`src/rtl/obj_pixel_fetch.sv`:
```
// obj_pixel_fetch: turns an OBJ VRAM byte address into a palette index.
// A one-word fetch cache short-cuts repeated reads of the same VRAM word;
// misses issue a single word read and wait for the ack.
module obj_pixel_fetch #(
  parameter int CACHE_EN = 1
) (
  input  logic        clock,
  input  logic        reset,
  input  logic        req_valid,
  output logic        req_ready,
  input  logic [14:0] req_addr,
  input  logic        req_palettemode,
  input  logic        req_pix_sel,
  input  logic [3:0]  req_palbank,
  input  logic        flush,
  output logic        vram_rd,
  output logic [12:0] vram_addr,
  input  logic        vram_ack,
  input  logic [31:0] vram_data,
  output logic        pix_valid,
  input  logic        pix_ready,
  output logic [7:0]  pix_index,
  output logic        pix_transparent
);

  typedef enum logic [0:0] {
    ST_IDLE = 1'b0,
    ST_READ = 1'b1
  } state_t;

  state_t      state_r;
  logic        cache_valid_r;
  logic [12:0] cache_tag_r;
  logic [31:0] cache_word_r;

  // Request fields held while the VRAM read is in flight.
  logic [1:0]  lat_byte_sel_r;
  logic        lat_mode_r;
  logic        lat_pix_sel_r;
  logic [3:0]  lat_palbank_r;

  logic        slot_free_s;
  logic        accept_s;
  logic        hit_s;
  logic [8:0]  hit_pixel_s;
  logic [8:0]  ack_pixel_s;

  // Decode one pixel from a VRAM word; result is {transparent, index}.
  function automatic logic [8:0] decode_pixel(
    input logic [31:0] word,
    input logic [1:0]  byte_sel,
    input logic        mode_8bpp,
    input logic        pix_sel,
    input logic [3:0]  palbank
  );
    logic [7:0] byte_v;
    logic [3:0] nib_v;
    logic [8:0] res_v;
    case (byte_sel)
      2'd0:    byte_v = word[7:0];
      2'd1:    byte_v = word[15:8];
      2'd2:    byte_v = word[23:16];
      2'd3:    byte_v = word[31:24];
      default: byte_v = 8'h00;
    endcase
    if (pix_sel) begin
      nib_v = byte_v[7:4];
    end else begin
      nib_v = byte_v[3:0];
    end
    if (mode_8bpp) begin
      res_v = {(byte_v == 8'h00), byte_v};
    end else begin
      res_v = {(nib_v == 4'h0), palbank, nib_v};
    end
    return res_v;
  endfunction

  // Handshake decode and cache lookup for the request presented this cycle.
  always_comb begin
    slot_free_s = (~pix_valid) | pix_ready;
    if (state_r == ST_IDLE) begin
      req_ready = slot_free_s;
    end else begin
      req_ready = 1'b0;
    end
    accept_s = req_valid & req_ready;
    // A flush in the accept cycle must not be bypassed by a stale hit.
    hit_s = (CACHE_EN != 0) & cache_valid_r & (cache_tag_r == req_addr[14:2]) & ~flush;
    hit_pixel_s = decode_pixel(cache_word_r, req_addr[1:0], req_palettemode,
                               req_pix_sel, req_palbank);
    ack_pixel_s = decode_pixel(vram_data, lat_byte_sel_r, lat_mode_r,
                               lat_pix_sel_r, lat_palbank_r);
  end

  // Fetch FSM, cache update and registered pixel output slot.
  always_ff @(posedge clock) begin
    if (reset) begin
      state_r         <= ST_IDLE;
      vram_rd         <= 1'b0;
      vram_addr       <= 13'd0;
      pix_valid       <= 1'b0;
      pix_index       <= 8'd0;
      pix_transparent <= 1'b0;
      cache_valid_r   <= 1'b0;
      cache_tag_r     <= 13'd0;
      cache_word_r    <= 32'd0;
      lat_byte_sel_r  <= 2'd0;
      lat_mode_r      <= 1'b0;
      lat_pix_sel_r   <= 1'b0;
      lat_palbank_r   <= 4'd0;
    end else begin
      // Consumed results leave the slot; a new load below overrides this.
      if (pix_valid && pix_ready) begin
        pix_valid <= 1'b0;
      end
      if (flush) begin
        cache_valid_r <= 1'b0;
      end
      case (state_r)
        ST_IDLE: begin
          if (accept_s) begin
            if (hit_s) begin
              pix_valid       <= 1'b1;
              pix_index       <= hit_pixel_s[7:0];
              pix_transparent <= hit_pixel_s[8];
            end else begin
              lat_byte_sel_r <= req_addr[1:0];
              lat_mode_r     <= req_palettemode;
              lat_pix_sel_r  <= req_pix_sel;
              lat_palbank_r  <= req_palbank;
              vram_rd        <= 1'b1;
              vram_addr      <= req_addr[14:2];
              state_r        <= ST_READ;
            end
          end
        end
        ST_READ: begin
          if (vram_ack) begin
            vram_rd         <= 1'b0;
            cache_word_r    <= vram_data;
            cache_tag_r     <= vram_addr;
            // The fetched pixel still goes out, but a concurrent flush
            // means the word may already be stale.
            cache_valid_r   <= ~flush;
            pix_valid       <= 1'b1;
            pix_index       <= ack_pixel_s[7:0];
            pix_transparent <= ack_pixel_s[8];
            state_r         <= ST_IDLE;
          end
        end
        default: begin
          state_r <= ST_IDLE;
          vram_rd <= 1'b0;
        end
      endcase
    end
  end

endmodule

```
`config.mk`:
```
export PLATFORM = sky130hd
export DESIGN_NAME = obj_pixel_fetch
export DESIGN_NICKNAME = d
export VERILOG_FILES = /design/src/rtl/obj_pixel_fetch.sv
export SDC_FILE = /design/constraint.sdc
export NUM_CORES = 1
export LEC_CHECK = 0
export BUFFER_PORTS_ARGS = -buffer_cell sky130_fd_sc_hd__buf_2
export CORE_MARGIN = 3
export CORE_UTILIZATION = 48
export DETAILED_ROUTE_END_ITERATION = 10
export GPL_ROUTABILITY_DRIVEN = 0
export MAX_ROUTING_LAYER = met4
export PLACE_DENSITY_LB_ADDON = 0.2
export SLEW_MARGIN = 10
export SYNTH_ARGS = -nofsm -noshare
export SYNTH_HDL_FRONTEND = slang
export SYNTH_SLANG_ARGS = --single-unit
```
`constraint.sdc`:
```
create_clock -name clock -period 1.7 [get_ports clock]
set_input_delay 0.255 -clock clock [delete_from_list [all_inputs] [get_ports clock]]
set_output_delay 0.255 -clock clock [all_outputs]
set_load 0.02 [all_outputs]
```
==> run metrics, run 1 <==
Leak ~0.0020 uW; unrepaired setup endpoints after global routing true; # IOs 84; Root Buffer clkbuf_8; worst-case reg-to-reg path depth 7; Crit-path slowest cell mux4_2; Peak VDD IR 0.472 mV; die height 93.1 um; crit path max fanout 3; multi-input gate area in the final layout 1960 um2; CP startpoint lat_byte_sel_r[1]; vias after detailed routing between 3,000 and 4,000; clock slew at reported path FFs 0.07 ns; dpl hpwl ~6.7 mm; area grow syn2layout 28.6%; clk_lat worst skew between 0.3 and 0.4 ns; post-synth top area cell dfxtp_1; final wirelength 9.36 mm; Starting Density 0.499; core region area 7290 um2; Hold Path Cell Cnt 2; post-synth cell types 27; DRC viols 0; Max clock buf depth 2; FF+latch area 1590 um2; first-pass GRT wire length 14.5 mm; Startpoint Class register; Final Skew 0.0114 ns; TritonCTS Sinks 79; Final Hold Vio Count 0; CP Cell Sequence buf_6, mux4_2, nor4_4, mux2i_1, nor2_1, o221ai_1, a21oi_1; syn_area_per_cell around 9.0 um2; vias in the first global route 2,930; total chip power 4240 uW; initial antenna violation count 0; Worst R2R Start lat_byte_sel_r[1]; Worst Path Arrival 2.13 ns; Final Max Tran Viols 0; Synth Net Count about 460; most common cell after layout, fill and taps aside nand2_1; worst path required time 1.97 ns; status finished, violations left; cell area after placement 4290 um2; Final Cell Area 4680 um2; failing checks negative setup slack; routed len/inst 15.6 um; final worst-path setup slack -0.160 ns; Rows 31; Hold Path Origin flush; CP top delay family multiplexers; Power Density 907 nW/um2; Filler Cells Inserted 640; Starting DRT DRC Count a little under 200; area share of the leading cell type in the synthesized netlist 0.435; hold endpoint cache_valid_r; CP Class register to register; post-synthesis cell count 404; count of warnings emitted by yosys 0; Seq/Total Area, Yosys 0.435; flop-to-flop setup slack -0.16 ns; Max Fclk between 500 and 600 MHz; max incr delay on CP roughly 0.54 ns; Num CTS Buffers 9; R2R Path End pix_transparent; Final #Nets 558; Final period util 1.09; GR Util All Layers 0.222; final worst path period need 1.86 ns; port bufs 83; slew of the pin with the lowest slew margin 0.378 ns; width of the die 93.1 um; Cell Area, Synth around 3600 um2; number of max-cap violations 0; gr ovfl total 0; #FFs+latches synth 79; worst hold path type primary input to register; slew margin rel. 0.747; largest cells by area after synthesis dfxtp_1, mux2i_1, nand2_1, mux4_2, a21oi_1; final setup fails 17; CTS H-tree lvls 3; CP Capture Type register; vias per cell 5.28; die area between 8000 and 9000 um2; n_diodes 0; hold buffer count at CTS 0; layout cells sized above 1 0.326; DRT Pass-1 Iters 5; remaining antenna violation count after routing 0; most frequent cells in the layout nand2_1, buf_2, dfxtp_1, a21oi_1, mux2i_1; pre-CTS WS -0.199 ns; largest net degree at the start of global routing 42; CTS tree done; Crit path buffers/inverters 1
==> sequential cells by signal (all words and copies together) (netlist names), 2 cells and up <==
register and count:
cache_tag_r 13, cache_word_r 32, lat_byte_sel_r 2, lat_palbank_r 4, pix_index 8, vram_addr 13
==> cells by family after synthesis <==
| family | Yosys count | share of synthesized area |
|---|---|---|
| flip-flops | 79 | 0.435 |
| AND/OR/NAND/NOR | 156 | 0.182 |
| buffers and inverters | 34 | 0.0444 |
| multiplexers | 54 | 0.207 |
| XOR/XNOR | 13 | 0.0313 |
| AO/OA/AOI/OAI | 68 | 0.101 |
==> worst register-to-register path, cell delays in order, from the launching register on <==
cell and delay [ns]:
dfxtp_2 0.36, buf_6 0.11, mux4_2 0.54, nor4_4 0.30, mux2i_1 0.12, nor2_1 0.11
o221ai_1 0.12, a21oi_1 0.13
==> final cells by class <==
type                       count  area share
multi-input combinational    291       0.418
sequential                    79       0.340
timing repair buffer         117       0.169
clock buffer                  11      0.0302
tap                           99      0.0265
clock inverter                 4      0.0150
inverter                       1    0.000802
==> power breakdown <==
part / total [uW] / internal [uW] / switching [uW]
registers: 1980 / 1930 / 52.8
logic: 756 / 358 / 397
clock network: 1500 / 855 / 649
total: 4240 / 3140 / 1100
==> worst max path at each step <==
stage                                 end  slack [ns]  cells past startpoint
after floorplan           pix_transparent       -0.05                      7
after global routing      pix_transparent       -0.26                      7
after global placement    pix_transparent       -0.14                      6
after detailed placement  pix_transparent       -0.20                      6
final                     pix_transparent       -0.16                      7
after CTS                 pix_transparent       -0.14                      6
==> per-stage QoR <==
stage                      util  TNS (ns)  hold WS [ns]  instances
after floorplan               -   -0.0487         0.334        404
after global placement    0.588    -0.542         0.439        580
after detailed placement  0.588     -1.02         0.449        580
after CTS                 0.626     -1.42        0.0999        600
after global routing      0.642     -4.46         0.103        602
final                     0.642    -0.790         0.106        602
==> synth_stat cells <==
| cell type | instances |
|---|---|
| nand2_1 | 96 |
| mux2i_1 | 38 |
| a211oi_1 | 8 |
| mux4_2 | 13 |
| nor3_1 | 1 |
| xor2_1 | 13 |
| nor2_1 | 37 |
| o21ai_1 | 1 |
| clkbuf_1 | 22 |
| nor4_2 | 3 |
| o221ai_1 | 1 |
| nor4_1 | 4 |
| nand2b_1 | 1 |
| inv_1 | 1 |
| a21oi_1 | 56 |
| mux4_1 | 3 |
| o211ai_1 | 1 |
| buf_8 | 1 |
| o21ai_0 | 1 |
| dfxtp_1 | 79 |
| buf_2 | 6 |
| buf_1 | 2 |
| nor3b_1 | 1 |
| nand4_1 | 1 |
| and2_1 | 1 |
| nor2b_1 | 11 |
| buf_6 | 2 |
==> repair_timing <==
action / CTS / global route
gates resized for setup: 12 / 12
pin swaps: 4 / 5
setup buffers: 4 / 1
setup endpoints to repair: 25 / 33
gates cloned: 1 / 2
==> routing by layer <==
metal  global-route usage  up-vias  routed length [um]
li1                     -     1558                   -
met1                0.308     1505                4260
met2                0.328      104                4310
met3               0.0394       12                 653
met4               0.0769        0                 138
met5                    -        -                   0
No activity file was read; power rests on OpenSTA's default activity.
==> inputs of run 2 (changes only) <==
CORE_UTILIZATION = 54   (was 48)
clock period = 2.12 ns   (was 1.7 ns; I/O delays follow)
==> run metrics, run 2 (synthesis results as in run 1) <==
initial antenna violation count 0; Worst Path Arrival between 2 and 2.5 ns; Largest Register cache_word_r; number of max-cap violations 0; vias after detailed routing between 3,000 and 4,000; CP Capture Type register; Max clock buf depth 2; clk_lat worst skew 0.35 ns; DRT Pass-1 Iters 7; most common cell after layout, fill and taps aside nand2_1; worst hold path type primary input to register; CTS tree done; vias in the first global route 2,912; Rows 29; vias per cell 5.59; Setup TNS 0 ns; slew margin rel. 0.622; unrepaired setup endpoints after global routing false; port bufs 83; largest net degree at the start of global routing between 40 and 50; Final Max Tran Viols 0; biggest regs cache_word_r: 32 flops, cache_tag_r: 13 flops, vram_addr: 13 flops; n_diodes 0; clock slew at reported path FFs about 0.090 ns; GR Util All Layers 0.248; crit path max fanout 4; Root Buffer clkbuf_8; Starting DRT DRC Count 293; Final Hold Vio Count 0; layout cells sized above 1 0.272; DRC viols 0; final worst path period need between 1.5 and 2 ns; area grow syn2layout 21.2%; width of the die 88.1 um; Leak 0.00184 uW; number of flip-flops in the largest register 32; Starting Density 0.566; TritonCTS Sinks 79; remaining antenna violation count after routing 0; Setup Buffers After CTS 0; worst path required time between 2 and 2.5 ns; die height 88.1 um; post-layout util 0.686; Startpoint Class register; core region area 6420 um2; routed len/inst 16.2 um; Max Fclk slightly above 500 MHz; CP Class register to register; die area between 7000 and 8000 um2; Num CTS Buffers 9; final setup fails 0; most frequent cells in the layout nand2_1, buf_2, dfxtp_1, a21oi_1, mux2i_1; final wirelength between 9 and 10 mm; Final Skew 0.0126 ns; Hold Path Cell Cnt 2; dpl hpwl 6.66 mm; slew of the pin with the lowest slew margin 0.566 ns; worst-case reg-to-reg path depth 7; Final period util 0.937; status complete, no violations; Final #Nets 539; Peak VDD IR 0.481 mV; gr ovfl total 0; first-pass GRT wire length about 14 mm; hold buffer count at CTS 0; Power Density 781 nW/um2; CTS H-tree lvls 3; # IOs 84
==> run 2: cell types whose count changed in the layout (fill, tap and decap cells not counted), moves of 2 or more <==
cell / delta
nor4_1: +2
xor2_2: -3
xor2_1: +3
buf_6: -6
clkbuf_16: -2
dfxtp_1: +5
buf_4: -10
nor4_2: -2
dfxtp_2: -4
==> run 2: critical path: stages, from the launching register on <==
cell and delay (ns):
dfxtp_1 0.38, buf_4 0.17, mux4_2 0.56, nor4_4 0.31
mux2i_1 0.10, nor2_1 0.10, o221ai_1 0.14, a21oi_1 0.16
==> run 2: final cells by class <==
| type | count | area (um2) |
|---|---|---|
| Fill cell | 526 | 2010 |
| Multi-Input combinational cell | 291 | 1910 |
| Sequential cell | 79 | 1580 |
| Timing Repair Buffer | 98 | 578 |
| Clock buffer | 10 | 128 |
| Clock inverter | 6 | 109 |
| Tap cell | 77 | 96.3 |
| Inverter | 1 | 3.75 |
==> run 2: report_power, final <==
part           internal [uW]  switching [uW]  leakage, uW  total, uW
Clock                    781             540     0.000120       1320
Sequential              1550            41.9     0.000644       1590
Combinational            233             302      0.00108        534
Total                   2560             884      0.00184       3440
==> run 2: worst paths after layout <==
| path | from | endpoint | slack, ns |
|---|---|---|---|
| worst max-delay path | lat_byte_sel_r[0] | pix_transparent | 0.13 |
| worst min-delay path | flush | cache_valid_r | 0.14 |
| worst max register to register | lat_byte_sel_r[0] | pix_transparent | 0.13 |
| worst min register to register | cache_word_r[16] | cache_word_r[16] | 0.46 |
==> run 2: layer usage <==
metal  GRT usage  part of all wire  up-vias
met5           -                 0        -
met4      0.0852             0.018        0
met3      0.0310             0.071       17
met2       0.378              0.47      132
met1       0.342              0.45     1462
li1            -                 -     1532
==> run 2: through the flow <==
step	cell area (um2)	hold slack [ns]	power, uW	cells	setup slack [ns]
after CTS	4390	0.129	3450	562	0.113
after detailed placement	4160	0.445	2140	546	0.125
final	4410	0.138	3440	562	0.133
after global placement	4160	0.440	2130	546	0.175
after floorplan	3640	0.397	1950	404	0.160
after global routing	4410	0.142	3570	562	0.00309
==> run 2: repair_timing <==
item	4_1_cts	5_1_grt
setup endpoints to repair	0	1
gates resized for setup	0	4
endpoints found under the hold margin	0	0
